`src/rtl/mult_pkg.sv`:
```
// Shared definitions for the shift-add multiplier controller and datapath:
// state encodings, default operand width and small state helpers.
package mult_pkg;

  // Default operand width; controller and datapath must agree on it.
  localparam int DEFAULT_WIDTH = 4;

  // Raw 3-bit state encodings, visible to any block that needs to decode state.
  localparam logic [2:0] ST_IDLE  = 3'd0;
  localparam logic [2:0] ST_LOAD  = 3'd1;
  localparam logic [2:0] ST_ADD   = 3'd2;
  localparam logic [2:0] ST_SHIFT = 3'd3;
  localparam logic [2:0] ST_DONE  = 3'd4;

  typedef enum logic [2:0] {
    S_IDLE  = ST_IDLE,
    S_LOAD  = ST_LOAD,
    S_ADD   = ST_ADD,
    S_SHIFT = ST_SHIFT,
    S_DONE  = ST_DONE
  } state_e;

  // True while an operation is in progress (LOAD through DONE).
  function automatic logic in_op(state_e s);
    return (s != S_IDLE);
  endfunction

  // Counter width for a given operand width (never below one bit).
  function automatic int count_width(int width);
    return (width > 1) ? $clog2(width) : 1;
  endfunction

endpackage

```
`src/rtl/multiplier_controller_taint1bit_if.sv`:
```
// Strobe interface between the multiplier controller (master) and the
// shift-add datapath (slave). Each strobe carries a one-bit taint shadow.
interface multiplier_controller_taint1bit_if
  import mult_pkg::*;
#(
  parameter int WIDTH = DEFAULT_WIDTH
);

  // Datapath -> controller
  logic [WIDTH-1:0] multiplierReg;
  logic             multiplierReg_t;

  // Controller -> datapath strobes and their taints
  logic mrld;
  logic mrld_t;
  logic mdld;
  logic mdld_t;
  logic rsclear;
  logic rsclear_t;
  logic rsload;
  logic rsload_t;
  logic rsshr;
  logic rsshr_t;

  modport master (
    input  multiplierReg, multiplierReg_t,
    output mrld, mrld_t, mdld, mdld_t, rsclear, rsclear_t,
           rsload, rsload_t, rsshr, rsshr_t
  );

  modport slave (
    output multiplierReg, multiplierReg_t,
    input  mrld, mrld_t, mdld, mdld_t, rsclear, rsclear_t,
           rsload, rsload_t, rsshr, rsshr_t
  );

endinterface

```
`src/rtl/multiplier_controller_taint1bit.sv`:
```
// Control FSM for the shift-add sequential multiplier with 1-bit taint
// tracking. All outputs are Moore-decoded from the state register, except
// that rsload follows the multiplier bit selected by the counter in ADD.
module multiplier_controller_taint1bit
  import mult_pkg::*;
#(
  parameter int WIDTH = DEFAULT_WIDTH
)
(
  input  logic clk,
  input  logic rst_n,
  input  logic start,
  input  logic start_t,
  multiplier_controller_taint1bit_if.master dp,
  output logic busy,
  output logic busy_t,
  output logic done,
  output logic done_t
);

  localparam int             CW   = count_width(WIDTH);
  localparam logic [CW-1:0]  LAST = CW'(WIDTH - 1);

  state_e        state_reg;
  state_e        state_next;
  logic [CW-1:0] count_reg;
  logic [CW-1:0] count_next;
  logic          taint_reg;
  logic          taint_next;

  // Control-flow taint that applies to every output while an op is running.
  logic          op_taint;

  // State, bit counter and control-flow taint registers.
  always_ff @(posedge clk or negedge rst_n) begin
    if (!rst_n) begin
      state_reg <= S_IDLE;
      count_reg <= '0;
      taint_reg <= 1'b0;
    end else begin
      state_reg <= state_next;
      count_reg <= count_next;
      taint_reg <= taint_next;
    end
  end

  // Next-state logic and strobe decode.
  always_comb begin
    state_next = state_reg;
    count_next = count_reg;
    taint_next = taint_reg;
    dp.mrld    = 1'b0;
    dp.mdld    = 1'b0;
    dp.rsclear = 1'b0;
    dp.rsload  = 1'b0;
    dp.rsshr   = 1'b0;
    busy       = in_op(state_reg);
    done       = 1'b0;

    case (state_reg)
      S_IDLE: begin
        // The branch out of IDLE depends on start, so its taint is the
        // taint of the whole upcoming sequence.
        taint_next = start_t;
        if (start) begin
          state_next = S_LOAD;
        end
      end
      S_LOAD: begin
        dp.mrld    = 1'b1;
        dp.mdld    = 1'b1;
        dp.rsclear = 1'b1;
        count_next = '0;
        state_next = S_ADD;
      end
      S_ADD: begin
        dp.rsload  = dp.multiplierReg[count_reg];
        state_next = S_SHIFT;
      end
      S_SHIFT: begin
        dp.rsshr = 1'b1;
        if (count_reg == LAST) begin
          state_next = S_DONE;
        end else begin
          count_next = count_reg + 1'b1;
          state_next = S_ADD;
        end
      end
      S_DONE: begin
        done       = 1'b1;
        state_next = S_IDLE;
      end
      default: begin
        state_next = S_IDLE;
        count_next = '0;
        taint_next = 1'b0;
      end
    endcase
  end

  // Taint decode: idle strobes are constants, so their taint is zero; during
  // an op every output inherits the control-flow taint, and rsload in ADD
  // additionally depends on the multiplier register contents.
  always_comb begin
    op_taint     = in_op(state_reg) ? taint_reg : 1'b0;
    busy_t       = op_taint;
    done_t       = op_taint;
    dp.mrld_t    = op_taint;
    dp.mdld_t    = op_taint;
    dp.rsclear_t = op_taint;
    dp.rsshr_t   = op_taint;
    dp.rsload_t  = op_taint;
    if (state_reg == S_ADD) begin
      dp.rsload_t = op_taint | dp.multiplierReg_t;
    end
  end

endmodule

```
`src/flat_wrapper.sv`:
```
// flat-port wrapper written by rule: the top's interface ports become plain ports
module multiplier_controller_taint1bit_flat import mult_pkg::*;
#(
  parameter int WIDTH = DEFAULT_WIDTH
)
  (clk, rst_n, start, start_t, busy, busy_t, done, done_t, dp_multiplierReg, dp_multiplierReg_t, dp_mrld, dp_mrld_t, dp_mdld, dp_mdld_t, dp_rsclear, dp_rsclear_t, dp_rsload, dp_rsload_t, dp_rsshr, dp_rsshr_t);
  multiplier_controller_taint1bit_if #(.WIDTH(WIDTH)) dp_i ();
  input  logic clk;
  input  logic rst_n;
  input  logic start;
  input  logic start_t;
  output logic busy;
  output logic busy_t;
  output logic done;
  output logic done_t;
  input wire logic [$bits(dp_i.multiplierReg)-1:0] dp_multiplierReg;
  input wire logic [$bits(dp_i.multiplierReg_t)-1:0] dp_multiplierReg_t;
  output wire logic [$bits(dp_i.mrld)-1:0] dp_mrld;
  output wire logic [$bits(dp_i.mrld_t)-1:0] dp_mrld_t;
  output wire logic [$bits(dp_i.mdld)-1:0] dp_mdld;
  output wire logic [$bits(dp_i.mdld_t)-1:0] dp_mdld_t;
  output wire logic [$bits(dp_i.rsclear)-1:0] dp_rsclear;
  output wire logic [$bits(dp_i.rsclear_t)-1:0] dp_rsclear_t;
  output wire logic [$bits(dp_i.rsload)-1:0] dp_rsload;
  output wire logic [$bits(dp_i.rsload_t)-1:0] dp_rsload_t;
  output wire logic [$bits(dp_i.rsshr)-1:0] dp_rsshr;
  output wire logic [$bits(dp_i.rsshr_t)-1:0] dp_rsshr_t;
  assign dp_i.multiplierReg = dp_multiplierReg;
  assign dp_i.multiplierReg_t = dp_multiplierReg_t;
  assign dp_mrld = dp_i.mrld;
  assign dp_mrld_t = dp_i.mrld_t;
  assign dp_mdld = dp_i.mdld;
  assign dp_mdld_t = dp_i.mdld_t;
  assign dp_rsclear = dp_i.rsclear;
  assign dp_rsclear_t = dp_i.rsclear_t;
  assign dp_rsload = dp_i.rsload;
  assign dp_rsload_t = dp_i.rsload_t;
  assign dp_rsshr = dp_i.rsshr;
  assign dp_rsshr_t = dp_i.rsshr_t;
  multiplier_controller_taint1bit #(.WIDTH(WIDTH)) u_core (.clk(clk), .rst_n(rst_n), .start(start), .start_t(start_t), .dp(dp_i), .busy(busy), .busy_t(busy_t), .done(done), .done_t(done_t));
endmodule
```
`config.mk`:
```
export PLATFORM = sky130hd
export DESIGN_NAME = multiplier_controller_taint1bit_flat
export DESIGN_NICKNAME = d
export VERILOG_FILES = /design/src/rtl/mult_pkg.sv /design/src/rtl/multiplier_controller_taint1bit_if.sv /design/src/rtl/multiplier_controller_taint1bit.sv /design/src/flat_wrapper.sv
export SDC_FILE = /design/constraint.sdc
export NUM_CORES = 1
export LEC_CHECK = 0
export CORE_AREA = 2 2 39 41
export DETAILED_ROUTE_END_ITERATION = 10
export DIE_AREA = 0 0 41 43
export PLACE_DENSITY = 0.75
export SLEW_MARGIN = 5
export SYNTH_ARGS = -nofsm -noshare
export SYNTH_HDL_FRONTEND = slang
export SYNTH_SLANG_ARGS = --single-unit
```
`constraint.sdc`:
```
create_clock -name clk -period 1.76 [get_ports clk]
set_input_delay 0.352 -clock clk [delete_from_list [all_inputs] [get_ports clk]]
set_output_delay 0.352 -clock clk [all_outputs]
set_load 0.1 [all_outputs]
```
# Word level (Yosys, flattened, before mapping)
# Index checks and enable logic that the tools add are counted.
[word_totals] regBits=6 inputBits=9
[op_classes] n_addsub=1 n_bitwise=2 order_cmp=1 muxes=14 n_reduce_logical=5 n_eq_ne=7
[op_table] operator="case mux 3 bit (4 select lines)" count=1
[op_table] operator="two-way mux 1 bit" count=7
[op_table] operator="== test 3 x 2 -> 1 bit (second input constant)" count=2
[op_table] operator="two-way mux 3 bit" count=2
[op_table] operator="!= test 2 bit (second input constant)" count=2
[op_table] operator="case mux 2 bit (2 select lines)" count=1
[op_table] operator="OR reduction 4 bit" count=1
[op_table] operator="== test 3 x 1 -> 1 bit (second input constant)" count=1
[op_table] operator="== test 3 bit (second input constant)" count=1
[op_table] operator="zero test 3 bit" count=1
[op_table] operator="< comparator 2 x 3 -> 1 bit (second input constant)" count=1
[op_table] operator="nonzero test 3 bit" count=1
[op_table] operator="OR reduction 3 bit" count=1
[op_table] operator="adder 2 x 1 -> 2 bit (second input constant)" count=1
[op_table] operator="binary-select mux 1 bit (select 2 bit)" count=1
[op_table] operator="== test 2 bit (second input constant)" count=1
[op_table] operator="two-way mux 2 bit" count=1
[op_table] operator="case mux 1 bit (2 select lines)" count=1
[op_table] operator="AND reduction 2 bit" count=1
[op_table] operator="NOT 1 bit" count=1
[op_table] operator="bitwise OR 1 bit" count=1

# Longest topological paths before layout
# Gate-level depths: netlist of the first run.
[depth] depth_word=4 ltp_mapped=5 ltp_nobuf=4

# Worst setup path after synthesis of the first run
# No wires, ideal clock.
[synth_path] path_type="flip-flop to output port" startpoint="register u_core.state_reg[2]" endpoint="output port dp_mrld" t_required_ns=1.408 n_path_buf=2 path_slack_ns=-2.033 t_arrival_ns=3.441 path_stages_with_launch=4 cell_sequence="dfrtp_1 > buf_2 > nor3b_1 > buf_4"
[synth_via] elab_chain_cells=2
[synth_rtl] element="start, declared" line="multiplier_controller_taint1bit.sv:24" text="state_e state_reg;"
[synth_rtl] element="start signal, assigned" line="multiplier_controller_taint1bit.sv:41" text="state_reg <= state_next;"
[synth_rtl] element="== test 3 x 1 -> 1 bit"
[synth_rtl] element="two-way mux 1 bit"
[synth_rtl] element="end, declared" line="flat_wrapper.sv:18" text="output wire logic [$bits(dp_i.mrld)-1:0] dp_mrld;"
# No other way between the ends.

# Worst setup path in the final report of the first run
[layout_path] startpoint="register u_core.count_reg[0]" endpoint="output port dp_rsload"
[layout_via] elab_chain_cells=3
[layout_rtl] element="start, declared" line="multiplier_controller_taint1bit.sv:26" text="logic [CW-1:0] count_reg;"
[layout_rtl] element="start signal, assigned" line="multiplier_controller_taint1bit.sv:42" text="count_reg <= count_next;"
[layout_rtl] element="binary-select mux 1 bit (select 2 bit)" line="multiplier_controller_taint1bit.sv:77" text="dp.rsload = dp.multiplierReg[count_reg];"
[layout_rtl] element="two-way mux 1 bit (implied by the code)" line="multiplier_controller_taint1bit.sv:77"
[layout_rtl] element="two-way mux 1 bit" line="multiplier_controller_taint1bit.sv:60" text="case (state_reg)"
[layout_rtl] element="end, declared" line="flat_wrapper.sv:24" text="output wire logic [$bits(dp_i.rsload)-1:0] dp_rsload;"
# No other way between the ends. The select of a mux whose other input is x is not followed.

==> impl_metrics.tcl, run 1 <==
set metrics [dict create \
    timing.final.ws_setup_ns -0.110 \
    crit_chain "mux4_2, and4bb_2, buf_12" \
    port_buffers 22 \
    slew_violations 0 \
    ant_nets 0 \
    grt_util_met3_pct 1.57 \
    async_flop_share_pct 100 \
    clock_skew_ns 0.00407 \
    path_class "reg2out" \
    cts_buffers 3 \
    max_stage_delay_ns 0.49 \
    grtUsageMet1_pct 15.7 \
    ioPinCount 23 \
    clock_sinks 6 \
    yosysUniqueCellTypes 20 \
    hold_viol 0 \
    n_fill_cell 110 \
    vias_per_cell 4.87 \
    synthCells 44 \
    die_area_um2 1760 \
    antenna_found_initial 0 \
    cts.path.max_buffers 2 \
    synthesis.area_um2 409 \
    post-route-min-period_ns 1.87 \
    hpwl_um 744 \
    synth-seq-cells 6 \
    yosys_warnings 0 \
    final_layout_size_suffix_gt1_share_pct 55.1 \
    syn_to_final_growth_pct 109 \
    status "complete, but fails checks" \
    drc 0 \
    grt_pass1_vias 392 \
    max_freq_mhz 535 \
    vias 414 \
    seqCellArea_um2 151 \
    fin_crit_sh_pct 106 \
    grt_pass1_wl_mm 1.61 \
    syn-num-nets 54 \
    end_kind "output pin" \
    busiest_layer "met2" \
    max_slew_margin_pct 81.0 \
    cts-root-buf "clkbuf_4" \
    cts_tree "built" \
    grt_use_total_pct 13.6 \
    clk_pin_slew_ns 0.05 \
    gr-total-overflow 0 \
    grt_max_degree 9 \
    final_core_util_pct 61.7 \
    drtIter0Drc 4 \
    first_pass_iters 4 \
    antennaDiodeCount 0 \
    die_h_um 43 \
    worst_ep_required_time_ns 1.41 \
    cp.arrival_ns 1.52 \
    gp_congestion 0.746 \
    fp-row-count 14 \
    nets 81 \
    crit_slowest_cell "mux4_2" \
    synth-seq-area-share_pct 36.7 \
    rsz0062_at_grt "true" \
    multi_input_area_um2 221 \
    synth_area_per_cell_um2 9.30 \
    maxCapViolCount 0 \
    htree_num_levels 1 \
    wirelength_um 973 \
    synth_edf_count 0 \
    clock_latency_ns 0.24 \
    cp_max_fo 2 \
    startpoint_type "flop" \
    tightest_slew_ns 0.281 \
    finalSetupViolations 1 \
    core_area_um2 1380 \
    initial_core_util_pct 29.6 \
    violations "setup timing" \
    synthFlopType "dfrtp_1" \
    die_width_um 41 \
    grtUsageMet2_pct 22.5 \
    largest_reg_flops 3 \
    min_path_type "in2async" \
    wl_per_cell_um 11.4 \
]
[layout by cell type (no fill, tap or decap)]
master,n
nor3_2,1
nand2_1,2
o21ai_0,3
and3b_1,1
nor3_1,1
nor2_4,1
and4bb_2,1
buf_4,7
clkbuf_4,3
ha_1,1
a21oi_1,2
and2_1,1
dfrtp_2,1
nor2_1,1
buf_6,2
buf_12,14
and2_4,1
dfrtp_1,5
inv_2,1
mux2_2,1
nand2b_1,1
o41ai_1,2
nor3b_4,1
and3_1,1
nor2_2,2
and2_2,1
o21a_1,1
inv_1,1
mux4_2,1
clkdlybuf4s50_1,4
dlygate4sd2_1,4
[worst max-delay path, delay by kind of cell (launching register included)]
family / cells / cell delay, ns
buffers and inverters: 1 / 0.17
DFF: 1 / 0.36
muxes: 1 / 0.49
and+or+nand+nor: 1 / 0.25
[logic make-up (layout without fill, tap and decap cells)]
| family | count (synthesis) | in the layout | synth area share, % |
|---|---|---|---|
| simple gates | 16 | 16 | 22.6 |
| compound gates | 8 | 8 | 12.2 |
| fa+ha+maj | 1 | 1 | 3.06 |
| flops | 6 | 6 | 36.7 |
| mux | 2 | 2 | 8.26 |
| buf+inv | 11 | 36 | 17.1 |
[cells in the mapped netlist (2+ instances only)]
| master | instances | share of area (%) |
|---|---|---|
| inv_1 | 2 | 1.8 |
| a21oi_1 | 2 | 2.4 |
| buf_4 | 7 | 13 |
| nor3_1 | 2 | 2.4 |
| o21ai_0 | 3 | 3.7 |
| dfrtp_1 | 6 | 37 |
| nand2_1 | 2 | 1.8 |
| nor2_1 | 4 | 3.7 |
| buf_2 | 2 | 2.4 |
| o41ai_1 | 2 | 4.3 |
| and2_1 | 3 | 4.6 |
[final timing paths]
kind	to	cells past startpoint	slack [ns]	start
min reg2reg	u_core.count_reg[1]$_DFFE_PN0P_	2	0.59	u_core.count_reg[1]$_DFFE_PN0P_
min in group clk	u_core.count_reg[1]$_DFFE_PN0P_	2	0.59	u_core.count_reg[1]$_DFFE_PN0P_
min	u_core.count_reg[1]$_DFFE_PN0P_	1	0.35	rst_n
max	dp_rsload	3	-0.11	u_core.count_reg[0]$_DFFE_PN0P_
max in group asynchronous	u_core.state_reg[2]$_DFFE_PN0P_	1	1.16	rst_n
max reg2reg	u_core.count_reg[0]$_DFFE_PN0P_	6	0.26	u_core.count_reg[0]$_DFFE_PN0P_
[through the flow]
| step | area [µm²] | std cells | hold slack (ns) | worst slack, ns | setup TNS [ns] |
|---|---|---|---|---|---|
| 4_1_cts | 825 | 83 | 0.353 | -0.115 | -0.115 |
| 2_1_floorplan | 498 | 44 | 0.0564 | -0.374 | -2.15 |
| 3_3_place_gp | 785 | 78 | 0.533 | -0.201 | -0.201 |
| 6_report | 853 | 85 | 0.353 | -0.110 | -0.110 |
| 3_5_place_dp | 785 | 78 | 0.548 | -0.214 | -0.214 |
| 5_1_grt | 853 | 85 | 0.370 | -0.146 | -0.229 |
[final cells by class]
class	instances	area share [%]
timing repair buffer	31	50.4
tap	16	2.35
multi-input combinational	27	26.0
sequential	6	17.7
clock buffer	3	2.64
inverter	2	0.880
[metal layers]
metal	share of wire (%)	wire length (µm)	up-vias
met5	0	0	-
met4	0	0	0
met3	4.7	46	0
met2	60	580	15
met1	36	346	201
li1	-	-	198
[repair_timing]
| action | CTS | global route |
|---|---|---|
| hold buffers | 0 | 0 |
| buffers inserted | 2 | 2 |
| pin swaps | 0 | 1 |
| resized for setup | 6 | 4 |
| setup endpoints to repair | 11 | 6 |
Power of run 1 is not shown: default switching activity piles up to over one toggle a cycle in this logic, so the estimate is an artifact.
==> inputs of run 2 (changes only) <==
--- a/config.mk
+++ b/config.mk
@@ -8,7 +8,7 @@
 export CORE_AREA = 2 2 39 41
 export DETAILED_ROUTE_END_ITERATION = 10
 export DIE_AREA = 0 0 41 43
-export PLACE_DENSITY = 0.75
+export PLACE_DENSITY = 0.65
 export SLEW_MARGIN = 5
 export SYNTH_ARGS = -nofsm -noshare
 export SYNTH_HDL_FRONTEND = slang
==> run 2 against run 1 <==
Net effect:
- the run still ends with setup timing left
- sequential share of layout area rose by 0.41 points
- global-route usage decreased by 0.12 points
- design area is 3.1% lower
- clock skew barely moved
- cell count decreased by 4.7%
- first-iteration DRC count rose to 3.3 times the previous value
- flip-flop and latch count unchanged
- core utilization decreased by 1.9 points
==> impl_metrics.tcl, run 2 (synthesis results as in run 1) <==
set metrics [dict create \
    core_area_um2 1380 \
    critPathBufInv 1 \
    clock_sinks 6 \
    crit_chain "mux4_2, and4bb_2, buf_12" \
    fin_crit_sh_pct 107 \
    vias_per_cell 4.96 \
    ant_nets 0 \
    layout_common_cells "buf_12, dfrtp_1, dlygate4sd2_1, clkdlybuf4s50_1" \
    hpwl_um 695 \
    cp_max_fo 2 \
    fp-row-count 14 \
    cp.arrival_ns 1.53 \
    die_h_um 43 \
    largest_reg_flops 3 \
    max_slew_margin_pct 81.2 \
    max_freq_mhz 531 \
    wl_per_cell_um 11.7 \
    fin_area_um2 827 \
    violations "setup timing" \
    finalSetupViolations 1 \
    die_width_um 41 \
    clock_latency_ns 0.24 \
    antenna_found_initial 0 \
    hold_viol 0 \
    syn_to_final_growth_pct 102 \
    tns_ns -0.125 \
    htree_num_levels 1 \
    tightest_slew_ns 0.281 \
    min_path_type "in2async" \
    cts_buffers 3 \
    vias 402 \
    timing.final.ws_setup_ns -0.125 \
    max_stage_delay_ns 0.49 \
    nets 77 \
    first_pass_iters 4 \
    grt_max_degree 13 \
    critPathTopFamily "multiplexers" \
    grt_pass1_vias 390 \
    cts-root-buf "clkbuf_4" \
    cts_tree "built" \
    clock_skew_ns 0.00363 \
    clk_pin_slew_ns 0.05 \
    stdcell_count 81 \
    maxCapViolCount 0 \
    crit_slowest_cell "mux4_2" \
    ioPinCount 23 \
    path_class "reg2out" \
    antennaDiodeCount 0 \
    die_area_um2 1760 \
    grt_use_total_pct 13.5 \
    final_layout_size_suffix_gt1_share_pct 50.8 \
    post-route-min-period_ns 1.88 \
    drc 0 \
    worst_ep_required_time_ns 1.41 \
    regToRegSetupSlack_ns 0.37 \
    rsz0062_at_grt "true" \
    startpoint_type "flop" \
    initial_core_util_pct 29.6 \
    wirelength_um 949 \
    status "complete, but fails checks" \
    dp.cells 76 \
    end_kind "output pin" \
    cts.path.max_buffers 2 \
    gp_congestion 0.672 \
    drtIter0Drc 13 \
    grt_pass1_wl_mm 1.62 \
    dpl_cell_area_um2 769 \
    slew_violations 0 \
    final_common_cell "buf_12" \
    gr-total-overflow 0 \
    whs_ns 0.350 \
    port_buffers 22 \
]
run 2: area by class of cell:
cell class                 count  area [µm²]
timing repair buffer          27         404
fill                         114         557
multi-input combinational     27         223
clock buffer                   3        22.5
sequential                     6         150
inverter                       2        7.51
tap                           16        20.0
run 2: final timing paths:
kind	startpoint	to	depth (start not counted)
min in group clk	u_core.count_reg[1]$_DFFE_PN0P_	u_core.count_reg[1]$_DFFE_PN0P_	2
min	rst_n	u_core.count_reg[1]$_DFFE_PN0P_	1
max reg2reg	u_core.count_reg[0]$_DFFE_PN0P_	u_core.count_reg[1]$_DFFE_PN0P_	5
max	u_core.count_reg[0]$_DFFE_PN0P_	dp_rsload	3
min reg2reg	u_core.count_reg[1]$_DFFE_PN0P_	u_core.count_reg[1]$_DFFE_PN0P_	2
max in group asynchronous	rst_n	u_core.state_reg[0]$_DFFE_PN0P_	1
run 2: through the flow:
step	utilization [%]	worst slack [ns]
6_report	59.8	-0.125
5_1_grt	59.8	-0.165
4_1_cts	58.3	-0.129
3_5_place_dp	55.6	-0.214
3_3_place_gp	55.6	-0.198
2_1_floorplan	-	-0.374
run 2: what timing repair did:
item / 4_1_cts / 5_1_grt
hold buffers: 0 / 0
pin swaps: 1 / 0
setup endpoints to repair: 10 / 12
buffers inserted: 2 / 0
gates resized for setup: 5 / 5
run 2: metal layers:
metal | wire [µm] | part of all wire (%) | up-vias | global-route usage [%]
met1 | 394 | 42 | 197 | 16.6
met2 | 508 | 54 | 16 | 20.3
met4 | 0 | 0 | 0 | 10.0
li1 | - | - | 189 | -
met5 | 0 | 0 | - | 0
met3 | 47 | 5.0 | 0 | 1.57
Power of run 2 is left out for the same reason.
